$ cat src/rtl/fifo_rr_scheduler.sv
// Round-robin scheduler that drains NUM_CH source fifos into one downstream fifo.
// One source is popped per cycle at most; the popped word is pushed downstream one
// cycle later, once the source fifo has presented it on its registered output.
module fifo_rr_scheduler #(
  parameter int BUS_SIZE  = 5,
  parameter int NUM_CH    = 4,
  parameter int ID_W      = 2,
  parameter int CNT_WIDTH = 5
) (
  input  logic                       clk,
  input  logic                       reset,
  input  logic                       enable,
  input  logic                       clear_cnt,
  input  logic [NUM_CH-1:0]          empty_in,
  input  logic [NUM_CH*BUS_SIZE-1:0] data_in,
  input  logic                       pause_in,
  output logic [NUM_CH-1:0]          pop,
  output logic                       push,
  output logic [BUS_SIZE-1:0]        data_out,
  output logic [ID_W-1:0]            grant_id,
  output logic                       idle,
  output logic [CNT_WIDTH-1:0]       pkt_count
);

  typedef enum logic [1:0] {
    IDLE   = 2'd0,
    ACTIVE = 2'd1,
    PAUSED = 2'd2
  } state_t;

  state_t              state;
  logic [ID_W-1:0]     rr_ptr;
  logic [ID_W-1:0]     grant;
  logic [ID_W-1:0]     grant_d1;
  logic [ID_W-1:0]     search_idx;
  logic [ID_W-1:0]     next_ptr;
  logic                found;
  logic                pop_ok;
  logic                pop_d1;
  logic                any_ready;
  logic [BUS_SIZE-1:0] ch_data [NUM_CH];

  // Split the packed source bus into one word per channel.
  for (genvar i = 0; i < NUM_CH; i++) begin : g_unpack
    assign ch_data[i] = data_in[i*BUS_SIZE +: BUS_SIZE];
  end

  assign any_ready = ~&empty_in;
  assign pop_ok    = (state == ACTIVE) && enable && !pause_in && found;
  assign next_ptr  = (grant == ID_W'(NUM_CH - 1)) ? '0 : grant + ID_W'(1);

  assign push      = pop_d1;
  assign data_out  = pop_d1 ? ch_data[grant_d1] : '0;
  assign grant_id  = grant_d1;
  assign idle      = (state == IDLE);

  // Find the first non-empty channel starting at the round-robin pointer.
  always_comb begin
    grant      = '0;
    found      = 1'b0;
    search_idx = '0;
    for (int k = 0; k < NUM_CH; k++) begin
      search_idx = ID_W'((int'(rr_ptr) + k) % NUM_CH);
      if (!found && !empty_in[search_idx]) begin
        found = 1'b1;
        grant = search_idx;
      end
    end
  end

  // Drive a one-hot pop to the granted channel when issue is allowed this cycle.
  always_comb begin
    pop = '0;
    if (pop_ok) begin
      pop[grant] = 1'b1;
    end
  end

  // Scheduler state machine: pause holds issue, loss of enable or work returns to idle.
  always_ff @(posedge clk or negedge reset) begin
    if (!reset) begin
      state <= IDLE;
    end else begin
      case (state)
        IDLE: begin
          if (enable && !pause_in && any_ready) begin
            state <= ACTIVE;
          end
        end
        ACTIVE: begin
          if (pause_in) begin
            state <= PAUSED;
          end else if (!enable || !any_ready) begin
            state <= IDLE;
          end
        end
        PAUSED: begin
          if (!enable) begin
            state <= IDLE;
          end else if (!pause_in) begin
            state <= ACTIVE;
          end
        end
        default: state <= IDLE;
      endcase
    end
  end

  // Advance the pointer past the granted channel and remember the pop for the push stage.
  always_ff @(posedge clk or negedge reset) begin
    if (!reset) begin
      rr_ptr   <= '0;
      pop_d1   <= 1'b0;
      grant_d1 <= '0;
    end else begin
      pop_d1 <= pop_ok;
      if (pop_ok) begin
        rr_ptr   <= next_ptr;
        grant_d1 <= grant;
      end
    end
  end

  // Count pushed words, saturating at all-ones; a clear wins over a concurrent push.
  always_ff @(posedge clk or negedge reset) begin
    if (!reset) begin
      pkt_count <= '0;
    end else if (clear_cnt) begin
      pkt_count <= '0;
    end else if (pop_d1 && (pkt_count != '1)) begin
      pkt_count <= pkt_count + CNT_WIDTH'(1);
    end
  end

endmodule

$ cat config.mk
export PLATFORM = sky130hd
export DESIGN_NAME = fifo_rr_scheduler
export DESIGN_NICKNAME = d
export VERILOG_FILES = /design/src/rtl/fifo_rr_scheduler.sv
export SDC_FILE = /design/constraint.sdc
export NUM_CORES = 1
export LEC_CHECK = 0
export CORE_MARGIN = 4
export CORE_UTILIZATION = 29
export CTS_BUF_LIST = sky130_fd_sc_hd__clkbuf_8
export DETAILED_ROUTE_END_ITERATION = 10
export HOLD_SLACK_MARGIN = 0.08
export SYNTH_ARGS = -nofsm -noshare
export SYNTH_HDL_FRONTEND = slang
export SYNTH_SLANG_ARGS = --single-unit
$ cat constraint.sdc
create_clock -name clk -period 2.9 [get_ports clk]
set_clock_uncertainty 0.15 [all_clocks]
set_input_delay 0.435 -clock clk [delete_from_list [all_inputs] [get_ports clk]]
set_output_delay 0.435 -clock clk [all_outputs]
set_load 0.005 [all_outputs]
Yosys cells after proc, flatten, opt, wreduce, memory -nomap -nowiden. Index checks and enable logic that the tools add are counted.

Register bits: 12. Input port bits: 29. Output and inout port bits: 18. Logic and storage cells: 80.

Add/sub/neg operators: 5. Magnitude comparators: 7. Eq/ne operators: 7. Muxes and demuxes: 32. Bitwise operators: 1. Reduce and logical (&&, ||, !) cells: 23.

Operators by type and width (count): 2-to-1 mux 5 bit (5); 2-to-1 mux 2 bit (10); < comparator 2 x 3 -> 1 bit, second input constant (5); binary-select mux 5 bit (select 2 bit) (1); logical AND 1 bit (10); 2-to-1 mux 1 bit (9); binary-select mux 1 bit (select 2 bit) (4); zero test 1 bit (8); one-hot mux 2 bit (3 select lines) (1); adder 5 x 1 -> 5 bit, second input constant (1); != test 5 bit, second input constant (1); adder 2 x 1 -> 2 bit, second input constant (2); adder 2 bit, second input constant (2); == test 2 bit, second input constant (2); 2-to-1 mux 4 bit (1); AND reduction 4 bit (1); greater-or-equal comparator 3 bit, second input constant (1); != test 3 x 2 -> 1 bit, second input constant (1); != test 3 bit, second input constant (1); inverter 2 -> 3 bit (1); AND reduction 3 bit (1); demux 1 bit (select 2 bit) (1); == test 2 x 1 -> 1 bit, second input constant (1); greater-or-equal comparator 2 x 1 -> 1 bit, second input constant (1); other kinds (4) (4).

Longest topological paths before layout.
Depth in word-level cells: 17. Mapped depth: 7.

Worst setup path before layout. No wires, ideal clock.

Path kind: reg2out. Start point: reg rr_ptr[1]. End point: out pop[0]. Data arrival time: 1.419 ns. Required time: 2.315 ns. Setup slack: 0.896 ns. Cell stages (with the launch flop): 6. Buffers on the path: 0. Cells stage by stage: dfrtp_1 > mux2i_1 > a222oi_1 > nand2_1 > ha_1 > and2_1.

Word-level cells in the longest chain between the ends: 17. Elaborated cells between the ends (all ways): 34.

RTL lines: start: declaration (line 32) `logic [ID_W-1:0] rr_ptr;`; start signal: assignment (line 118) `rr_ptr <= next_ptr;`; adder 2 x 1 -> 2 bit (line 63) `search_idx = ID_W'((int'(rr_ptr) + k) % NUM_CH);`; binary-select mux 1 bit (select 2 bit) (line 64) `if (!found && !empty_in[search_idx]) begin`; 2-to-1 mux 1 bit (not written as such) (line 64); zero test 1 bit (line 64); logical AND 1 bit (line 64); 2-to-1 mux 1 bit (line 64); zero test 1 bit (line 64); logical AND 1 bit (line 64); 2-to-1 mux 1 bit (line 64); zero test 1 bit (line 64); logical AND 1 bit (line 64); 2-to-1 mux 2 bit (line 64); < comparator 2 x 3 -> 1 bit (not written as such) / greater-or-equal comparator 2 x 1 -> 1 bit (equally long branches) (line 75) `pop[grant] = 1'b1;`; logical AND 1 bit (not written as such) (line 75); 2-to-1 mux 1 bit (not written as such) (line 75); demux 1 bit (select 2 bit) (line 75); 2-to-1 mux 4 bit * (line 74) `if (pop_ok) begin`; end: declaration (line 17) `output logic [NUM_CH-1:0] pop,`.

Mark *: on every way between the ends. The rest lies on a longest branch, timed or not. The select of a mux whose other input is x is not followed.

Final worst setup path.
Start point: in empty_in[3]. End point: out pop[1].

Word-level cells in the longest chain between the ends: 16. Elaborated cells between the ends (all ways): 31.

RTL lines: start: declaration (line 14) `input logic [NUM_CH-1:0] empty_in,`; binary-select mux 1 bit (select 2 bit) (line 64); 2-to-1 mux 1 bit (not written as such) (line 64); zero test 1 bit (line 64); logical AND 1 bit (line 64); 2-to-1 mux 1 bit (line 64); zero test 1 bit (line 64); logical AND 1 bit (line 64); 2-to-1 mux 1 bit (line 64); zero test 1 bit (line 64); logical AND 1 bit (line 64); 2-to-1 mux 2 bit * (line 64); net grant[0] (line 33) `logic [ID_W-1:0] grant;`; < comparator 2 x 3 -> 1 bit (not written as such) / greater-or-equal comparator 2 x 1 -> 1 bit (equally long branches) (line 75); logical AND 1 bit (not written as such) (line 75); 2-to-1 mux 1 bit (not written as such) (line 75); demux 1 bit (select 2 bit) * (line 75); 2-to-1 mux 4 bit * (line 74).

Mark *: on every way through the listed nets, which the timed path passes. The rest lies on a longest branch. The select of a mux whose other input is x is not followed.

==> results.ini <==
[run_status]
status=completed

[synthesis]
synthFlopType=dfrtp_1
yosysTopAreaCellShare=0.351
synth.cell_area_um2=856
ys_seq_area_frac=0.351
ys_top_cells_by_count=12 x dfrtp_1, 10 x and2_1, 8 x nor2_1
ys_types=32
postSynthCellCount=78
yosys.area.top_type=dfrtp_1
synth_warnings=0
synth_edf_count=0
yosys-top-cells-area=dfrtp_1 35%, mux4_2 13%, ha_1 8.8%
async_reset_ff_frac=1.00
ys_seq_elements=12
syn-num-nets=113
syn_area_per_cell_um2=11.0
synth.most_common_cell=dfrtp_1

[cells_and_area]
drive_above_1_share=0.163
diodes=0
fillCellCount=265
area_growth_pct=71.2
fin_area_um2=1470
final_nets=172
fin_util=0.527

[die]
initial_core_util=0.308
rows=19
dieArea_um2=3880
die_y_um=62.3
io_pins=47
core_area_um2=2780
die-width_um=62.3

[drt]
vias=816
drt-met1-wl_um=905
met3_length_um=148
first_iter_violations=18
dr.pass1.iters=4
vias_per_cell=4.92
wl_per_cell_um=13.2
totalWireLength_mm=2.19
met2WireLength_mm=1.08
ant_nets=0
top_layer=met4
drc=0

[timing]
fmax_mhz=366
final_hold_viol_count=0
slew_violations=0
finalCritPeriodShare=0.943
rsz0062_at_grt=no
layout_min_cycle_time_ps=2740
tightest_slew_ps=521
relSlewSlack=0.652
setup_violations=0
setup_tns_ps=0

[global_routing]
grt_pass1_wl_mm=3.85
grt_remaining_overflow=0
grt_pass1_vias=870
grt_use_total=0.121
grt_max_degree=13
antenna_found_initial=0

[setup_path]
crit_slowest_cell=clkdlybuf4s50_1
cp-end-kind=output port
critPathArrivalTime_ps=2150
crit_type=primary input to output port
cp_cell_sequence=clkdlybuf4s50_1 -> o2bb2ai_1 -> a222oi_1 -> and2_1 -> buf_4 -> ha_1 -> and2_1 -> dlygate4sd2_1
path_max_fanout=3
max_stage_delay_ps=420
crit_top_cell=and2_1
worstPathRequired_ps=2320
worstSetupStartpointType=primary input

[power]
powerDensity_nw_per_um2=486
power.leakage_nw=0.681
vdd.ir_drop.worst_uv=283

[clocking]
cts_max_level=1
clockRootBuffer=clkbuf_8
insertion_delay_ps=230
cts.sinks=12
clk_pin_slew_ps=50
cts_buffer_depth=2
cts_tree=yes
cts_buffers=3
cts_hold_buf=0

[min_path]
hold_class=flop to flop

[placed_design]
io_buffers=46
place.gp.congestion=0.777
place_area_um2=1390
dp_hpwl_mm=1.80

[run]
cap_violations=0

## what timing repair did
| action | in CTS | in global routing |
|---|---|---|
| gates cloned | 0 | 0 |
| hold endpoints to repair | 0 | 0 |
| resized for setup | 4 | 3 |
| endpoints found under the setup margin | 4 | 2 |
| pin swaps | 3 | 0 |
| buffers inserted | 4 | 0 |
## critical path, delay by kind of cell
| family | cells | cell delay, ps |
|---|---|---|
| buffers and inverters | 3 | 760 |
| AOI/OAI and AO/OA | 2 | 520 |
| and+or+nand+nor | 2 | 330 |
| adders and majority gates | 1 | 120 |
## sequential cells by signal (all words and copies together), names as in the netlist
| signal | flops |
|---|---|
| pkt_count | 5 |
| state | 2 |
| grant_id | 2 |
| push | 1 |
| rr_ptr | 2 |
## where the power goes
| part | internal [mW] | leakage (nW) | total [mW] | switching (mW) |
|---|---|---|---|---|
| logic | 0.217 | 0.501 | 0.311 | 0.0948 |
| clock network | 0.0908 | 0.0216 | 0.144 | 0.0529 |
| registers | 0.196 | 0.158 | 0.257 | 0.0604 |
| total | 0.504 | 0.681 | 0.712 | 0.208 |
## through the flow
step | setup slack, ps | total power, mW | hold WS (ps) | instances
after floorplan | 896 | 0.406 | -10.6 | 78
after global routing | 53.5 | 0.776 | 367 | 166
after global placement | -121 | 0.534 | 343 | 159
after CTS | 11.9 | 0.720 | 348 | 166
after detailed placement | -152 | 0.537 | 338 | 159
final | 165 | 0.712 | 343 | 166
## kinds of logic after synthesis
| group | after synthesis | share of synthesized area |
|---|---|---|
| flops | 12 | 0.351 |
| simple gates | 33 | 0.225 |
| fa+ha+maj | 6 | 0.0877 |
| xor+xnor | 2 | 0.0205 |
| compound gates | 10 | 0.0906 |
| buf+inv | 4 | 0.0204 |
| mux | 11 | 0.205 |
## cells in the final DEF (no fill, tap or decap), types with 2 or more instances in the layout
| cell type | netlist | routed |
|---|---|---|
| and2_1 | 10 | 10 |
| buf_4 | 0 | 10 |
| clkbuf_8 | 0 | 3 |
| clkdlybuf4s50_1 | 0 | 40 |
| dfrtp_1 | 12 | 12 |
| dlygate4sd2_1 | 0 | 4 |
| dlymetal6s2s_1 | 0 | 2 |
| ha_1 | 6 | 5 |
| mux2_1 | 2 | 2 |
| mux2i_1 | 4 | 4 |
| mux4_2 | 5 | 5 |
| nand2b_1 | 4 | 4 |
| nand3b_1 | 2 | 2 |
| nor2_1 | 8 | 8 |
| o31ai_1 | 2 | 2 |
| xor2_1 | 2 | 2 |
## routing by layer
layer  track usage  up-vias
met3        0.0306        6
met4        0.0716        0
li1              -      404
met5             0        -
met2         0.202       35
met1         0.137      371
## path summary, 6_finish.rpt
path,depth (start not counted),end,from,slack [ps]
max,8,pop[1],empty_in[3],160
min,1,state[0],state[0],340
max reg2reg,5,rr_ptr[1],rr_ptr[1],900
min reg2reg,1,state[0],state[0],340
max in group asynchronous,1,grant_id[1],reset,1850
min in group asynchronous,1,pkt_count[1],reset,400
## final cells by class
class	count	area, µm²	share of cell area
sequential	12	300	0.205
multi-input combinational	62	541	0.369
clock buffer	3	41.3	0.0282
timing repair buffer	56	536	0.365
tap	31	38.8	0.0265
inverter	2	8.76	0.00598
(Power assumes the default switching activity.)
